<file path="config.mk">
export PLATFORM = sky130hd
export DESIGN_NAME = pipe_hazard_ctrl
export DESIGN_NICKNAME = d
export VERILOG_FILES = /design/src/rtl/pipe_hazard_ctrl.sv
export SDC_FILE = /design/constraint.sdc
export NUM_CORES = 1
export LEC_CHECK = 0
export CORE_MARGIN = 10
export CORE_UTILIZATION = 42
export DETAILED_ROUTE_END_ITERATION = 16
export PLACE_DENSITY = 0.67
export SETUP_SLACK_MARGIN = 0.3
export SLEW_MARGIN = 20
export SYNTH_ARGS = -nofsm -noshare
export SYNTH_HDL_FRONTEND = slang
export SYNTH_SLANG_ARGS = --single-unit
export TNS_END_PERCENT = 1
</file>
<file path="constraint.sdc">
create_clock -name clk -period 2.36 [get_ports clk]
set_input_delay 0.472 -clock clk [delete_from_list [all_inputs] [get_ports clk]]
set_output_delay 0.472 -clock clk [all_outputs]
set_load 0.01 [all_outputs]
</file>
<file path="src/rtl/pipe_hazard_ctrl.sv">
// Hazard, stall, flush and forwarding controller between ID and ID/EX.
// Shadows the post-ID stages with a slot pipeline of register tags.
module pipe_hazard_ctrl #(
  parameter  int unsigned STAGES = 3,
  parameter  int unsigned RA_W   = 4,
  parameter  int unsigned CNT_W  = 16,
  localparam int unsigned SEL_W  = $clog2(STAGES)
) (
  input  logic             clk,
  input  logic             rst,
  input  logic             id_valid,
  input  logic [RA_W-1:0]  id_src1,
  input  logic [RA_W-1:0]  id_src2,
  input  logic             id_src1_en,
  input  logic             id_src2_en,
  input  logic [RA_W-1:0]  id_dest,
  input  logic             id_wb_en,
  input  logic             id_mem_r_en,
  input  logic             branch_taken,
  input  logic             fwd_en,
  output logic             freeze,
  output logic             id_flush,
  output logic             bubble,
  output logic [SEL_W-1:0] fwd_sel_a,
  output logic [SEL_W-1:0] fwd_sel_b,
  output logic [CNT_W-1:0] stall_cnt,
  output logic [CNT_W-1:0] flush_cnt
);

  typedef struct packed {
    logic            valid;
    logic [RA_W-1:0] dest;
    logic            wb_en;
    logic            mem_r_en;
    logic [RA_W-1:0] src1;
    logic            src1_en;
    logic [RA_W-1:0] src2;
    logic            src2_en;
  } slot_t;

  slot_t            slot_q [STAGES];
  slot_t            slot_d [STAGES];
  logic [CNT_W-1:0] stall_cnt_q, stall_cnt_d;
  logic [CNT_W-1:0] flush_cnt_q, flush_cnt_d;
  logic             hz;

  function automatic logic writes_reg(slot_t s, logic [RA_W-1:0] r, logic en);
    return en & s.valid & s.wb_en & (s.dest == r);
  endfunction

  // The WB slot is never checked: the register file is write-first.
  always_comb begin
    // NOTE: every always_comb output gets a default first so no latch is inferred.
    hz = 1'b0;
    if (fwd_en) begin
      hz = slot_q[0].mem_r_en &
           (writes_reg(slot_q[0], id_src1, id_src1_en) |
            writes_reg(slot_q[0], id_src2, id_src2_en));
    end else begin
      for (int k = 0; k < STAGES - 1; k++) begin
        hz = hz | writes_reg(slot_q[k], id_src1, id_src1_en)
                | writes_reg(slot_q[k], id_src2, id_src2_en);
      end
    end
    hz = hz & id_valid;
  end

  assign freeze   = ~rst & ~branch_taken & hz;
  assign id_flush = ~rst & branch_taken;
  assign bubble   = ~rst & (branch_taken | hz);

  // Descending scan so the youngest usable producer is the last one written.
  always_comb begin
    logic usable;
    fwd_sel_a = '0;
    fwd_sel_b = '0;
    usable    = 1'b0;
    for (int k = STAGES - 1; k >= 1; k--) begin
      usable = slot_q[k].valid & slot_q[k].wb_en & (~slot_q[k].mem_r_en | (k >= 2));
      if (usable && slot_q[0].src1_en && slot_q[k].dest == slot_q[0].src1)
        fwd_sel_a = SEL_W'(k);
      if (usable && slot_q[0].src2_en && slot_q[k].dest == slot_q[0].src2)
        fwd_sel_b = SEL_W'(k);
    end
    if (rst || !fwd_en || !slot_q[0].valid) begin
      fwd_sel_a = '0;
      fwd_sel_b = '0;
    end
  end

  always_comb begin
    for (int k = 1; k < STAGES; k++) slot_d[k] = slot_q[k-1];
    slot_d[0] = '0;
    if (!bubble) begin
      slot_d[0] = '{valid: id_valid, dest: id_dest, wb_en: id_wb_en,
                    mem_r_en: id_mem_r_en, src1: id_src1, src1_en: id_src1_en,
                    src2: id_src2, src2_en: id_src2_en};
    end
  end

  always_comb begin
    stall_cnt_d = stall_cnt_q;
    flush_cnt_d = flush_cnt_q;
    if (freeze && stall_cnt_q != '1)   stall_cnt_d = stall_cnt_q + CNT_W'(1);
    if (id_flush && flush_cnt_q != '1) flush_cnt_d = flush_cnt_q + CNT_W'(1);
  end

  always_ff @(posedge clk) begin
    // NOTE: sequential state uses non-blocking assignments only.
    if (rst) begin
      // NOTE: the slot array is small flop state and must be cleared so no stale tag matches.
      for (int k = 0; k < STAGES; k++) slot_q[k] <= '0;
      stall_cnt_q <= '0;
      flush_cnt_q <= '0;
    end else begin
      for (int k = 0; k < STAGES; k++) slot_q[k] <= slot_d[k];
      stall_cnt_q <= stall_cnt_d;
      flush_cnt_q <= flush_cnt_d;
    end
  end

  assign stall_cnt = rst ? '0 : stall_cnt_q;
  assign flush_cnt = rst ? '0 : flush_cnt_q;

endmodule

</file>
==> run summary <==
Num CTS Buffers -> 9
Syn Area/Cell -> 8.67 um2
worst skew pair latency -> 0.33 ns
slew at the pin with the worst max-slew slack -> 0.488 ns
register share of total power -> 45.8%
Synth Flop Type -> dfxtp_1
fin crit period -> 2.49 ns
first-pass GRT wire length -> 12900 um
Max Freq -> 0.401 GHz
Worst Setup Slack post-DPL -> -0.789 ns
Synth Cell Area -> 0.00320 mm2
Syn-to-layout area delta -> 41.4%
synth warn -> 0
Crit Path Category -> register to primary output
Internal Power -> 1.84 mW
period utilisation layout -> 106%
Detailed Place HPWL -> 5790 um
CP cell instances -> xnor2_2, nand4_1, nor4_1, buf_4, nor4_4, o31a_1, nor2_2, buf_2
CTS tree -> built
routability cong. -> 0.854
CP Capture Type -> primary output
clock buffer depth -> 2
Net Count, Synth -> 392
vias in the first global route -> 2739
Setup violations, final -> 2
failing checks -> setup timing
I/O pins -> 60
crit-path max FO -> 3
switching share of total power -> 22.2%
EDFF count, synth -> 0
FP Rows -> 31
drt via density -> 4.97
max-slew headroom at the worst pin -> 67.2%
post-route cell area -> 0.00452 mm2
layout cell share with drive strength beyond 1 -> 26.7%
Hold-fix buffers, CTS -> 0
Worst Hold Class -> input port to register
fin nets -> 479
setup_tns -> -0.157 ns
largest cells by area after synthesis -> dfxtp_1 (39%), nor2b_1 (8.6%), nor2_1 (6.7%)
pin count of the biggest net entering global routing -> 35
WP data arrival -> 2.02 ns
port buffer count -> 59
Die Height -> 107 um
Clock Pin Slew Worst Setup and Hold Paths -> 0.06 ns
Clock power frac -> 45.7%
Die ar. -> 0.0115 mm2
RSZ-0062 raised after global routing -> true
final critical-path setup slack -> -0.133 ns
Yosys top cell by area -> dfxtp_1
#FFs+latches synth -> 62
DIE WIDTH -> 107 um
slowest stage cell, crit path -> dfxtp_4
total number of vias -> 2785
Total Wirelength -> 8130 um
Synth cell types -> 35
slowest stage delay, CP -> 0.37 ns
cell area after placement -> 0.00409 mm2
drt first pass iters -> 4
Final Max Tran Viols -> 0
Comb power frac -> 8.5%
share of synthesized flip-flops with an asynchronous set or reset -> 0%
CP Launch Type -> register
Final Hold Viols -> 0
Max H-tree Level -> 3
sequential element share of the synthesized area -> 38.8%
status -> finished with violations
initial antenna violation count -> 0
Synth top area share -> 38.8%
WP data required -> 1.89 ns
Total GRT Usage -> 13.8%
Core Footprint -> 0.00733 mm2
Fin Clk Skew -> 0.00983 ns
GRT overflow -> 0
cells after synthesis -> 369
ANT cells -> 0
Total Power -> 2.37 mW
root buffer cell -> clkbuf_8
antenna viol nets, final -> 0
starting density of the core -> 43.6%
Static Leak -> 2.02 nW
1st-iter DRT viols -> 82
DRC violations left -> 0
Wirelength per Cell -> 14.5 um
Power Density -> 523 mW/mm2
NetSw -> 0.524 mW
Max Cap Viol -> 0
VDD IR-drop max -> 0.301 mV
clock sink total -> 62
==> cell families after synthesis <==
kind of cell             Yosys count  synth area share (%)
AND/OR/NAND/NOR                  194                  33.8
buffers and inverters             39                  5.32
adder cells (fa/ha/maj)            2                 0.782
AO/OA/AOI/OAI                     14                  3.17
XOR/XNOR                          42                  11.5
multiplexers                      16                  6.57
flip-flops                        62                  38.8
==> stage by stage <==
step / std cells / hold slack, ns / util (%)
6_report: 560 / 0.401 / 61.7
5_1_grt: 560 / 0.407 / 61.7
4_1_cts: 560 / 0.392 / 60.1
3_5_place_dp: 542 / 0.441 / 55.7
3_3_place_gp: 542 / 0.443 / 55.7
2_1_floorplan: 369 / 0.423 / -
==> critical path: cells and delay by family, from the launching register on <==
| family | cells | cell delay [ns] |
|---|---|---|
| AND/OR/NAND/NOR | 4 | 0.60 |
| flip-flops | 1 | 0.37 |
| buffers and inverters | 2 | 0.32 |
| AO/OA/AOI/OAI | 1 | 0.25 |
| XOR/XNOR | 1 | 0.15 |
==> layout make-up <==
type | instances | area [um2]
tap | 99 | 124
clock inverter | 3 | 65.1
sequential | 62 | 1260
timing repair buffer | 94 | 848
multi-input combinational | 268 | 1980
inverter | 21 | 78.8
clock buffer | 13 | 169
fill | 614 | 2810
==> synthesized netlist by cell type (2+ instances only) <==
master,instances
dfxtp_1,62
nor2_1,57
nor2b_1,44
xor2_1,24
inv_1,21
nand4_1,19
xnor2_1,18
nand2_1,15
nand3_1,15
nor4_1,10
clkbuf_1,9
mux2_2,8
mux2_4,8
nor3_2,8
buf_2,7
nor3_1,5
o21ai_0,5
a21oi_1,4
and3_1,4
nor4b_1,4
or4_1,4
and4_1,3
buf_6,2
ha_1,2
==> power groups by stage <==
stage                     registers [mW]  logic (mW)  clock network, mW
final                               1.08       0.201               1.08
after global routing                1.08       0.219               1.15
after CTS                           1.08       0.196               1.10
after detailed placement            1.11       0.191                  0
after global placement              1.11       0.188                  0
after floorplan                     1.10       0.103                  0
==> cell usage in the layout (no fill, tap or decap), drive strengths merged <==
master | synthesis | final
and3 | 4 | 4
nand3b | 1 | 1
a21boi | 1 | 1
a21oi | 4 | 4
ha | 2 | 2
nor4b | 4 | 4
dlygate4sd2 | 0 | 14
mux2 | 16 | 16
xnor2 | 18 | 18
o221a | 1 | 1
nand4 | 19 | 19
nand2b | 1 | 1
or4 | 4 | 4
clkbuf | 9 | 13
dlymetal6s2s | 0 | 7
bufinv | 0 | 2
o21ai | 5 | 5
nor2b | 44 | 44
inv | 21 | 21
or3 | 1 | 1
dfxtp | 62 | 62
nor3 | 13 | 13
nor4 | 11 | 11
clkdlybuf4s50 | 0 | 25
o31a | 1 | 1
clkdlybuf4s15 | 0 | 3
o31ai | 1 | 1
buf | 9 | 45
a21o | 1 | 1
nand3 | 15 | 15
clkinv | 0 | 1
or2 | 1 | 1
xor2 | 24 | 24
and4 | 4 | 4
nor2 | 57 | 57
nand2 | 15 | 15
==> final timing paths <==
| check | startpoint | slack [ns] | cells past startpoint | to |
|---|---|---|---|---|
| max | slot_q[0][31] | -0.13 | 8 | bubble |
| min | id_src2[2] | 0.40 | 3 | slot_q[0][3] |
| max reg2reg | slot_q[0][12] | 0.23 | 7 | stall_cnt_q[6] |
| min reg2reg | slot_q[0][10] | 0.47 | 2 | slot_q[0][27] |
==> layer usage <==
| layer | global-route usage, % | vias up | part of all wire (%) |
|---|---|---|---|
| met5 | 0 | - | 0 |
| met3 | 5.33 | 13 | 6.7 |
| met4 | 5.51 | 0 | 1.9 |
| li1 | - | 1415 | - |
| met2 | 21.7 | 69 | 47 |
| met1 | 16.4 | 1288 | 44 |
==> registers in the layout, indices dropped and copies added, names as in the netlist <==
register,flops
flush_cnt_q,16
stall_cnt_q,16
slot_q,30
==> repair_timing <==
item	in CTS	in global routing
resized for setup	87	28
pin swaps	28	9
buffers inserted	2	0
setup endpoints to repair	61	42
gates cloned	0	0
No activity file was read; power rests on OpenSTA's default activity.
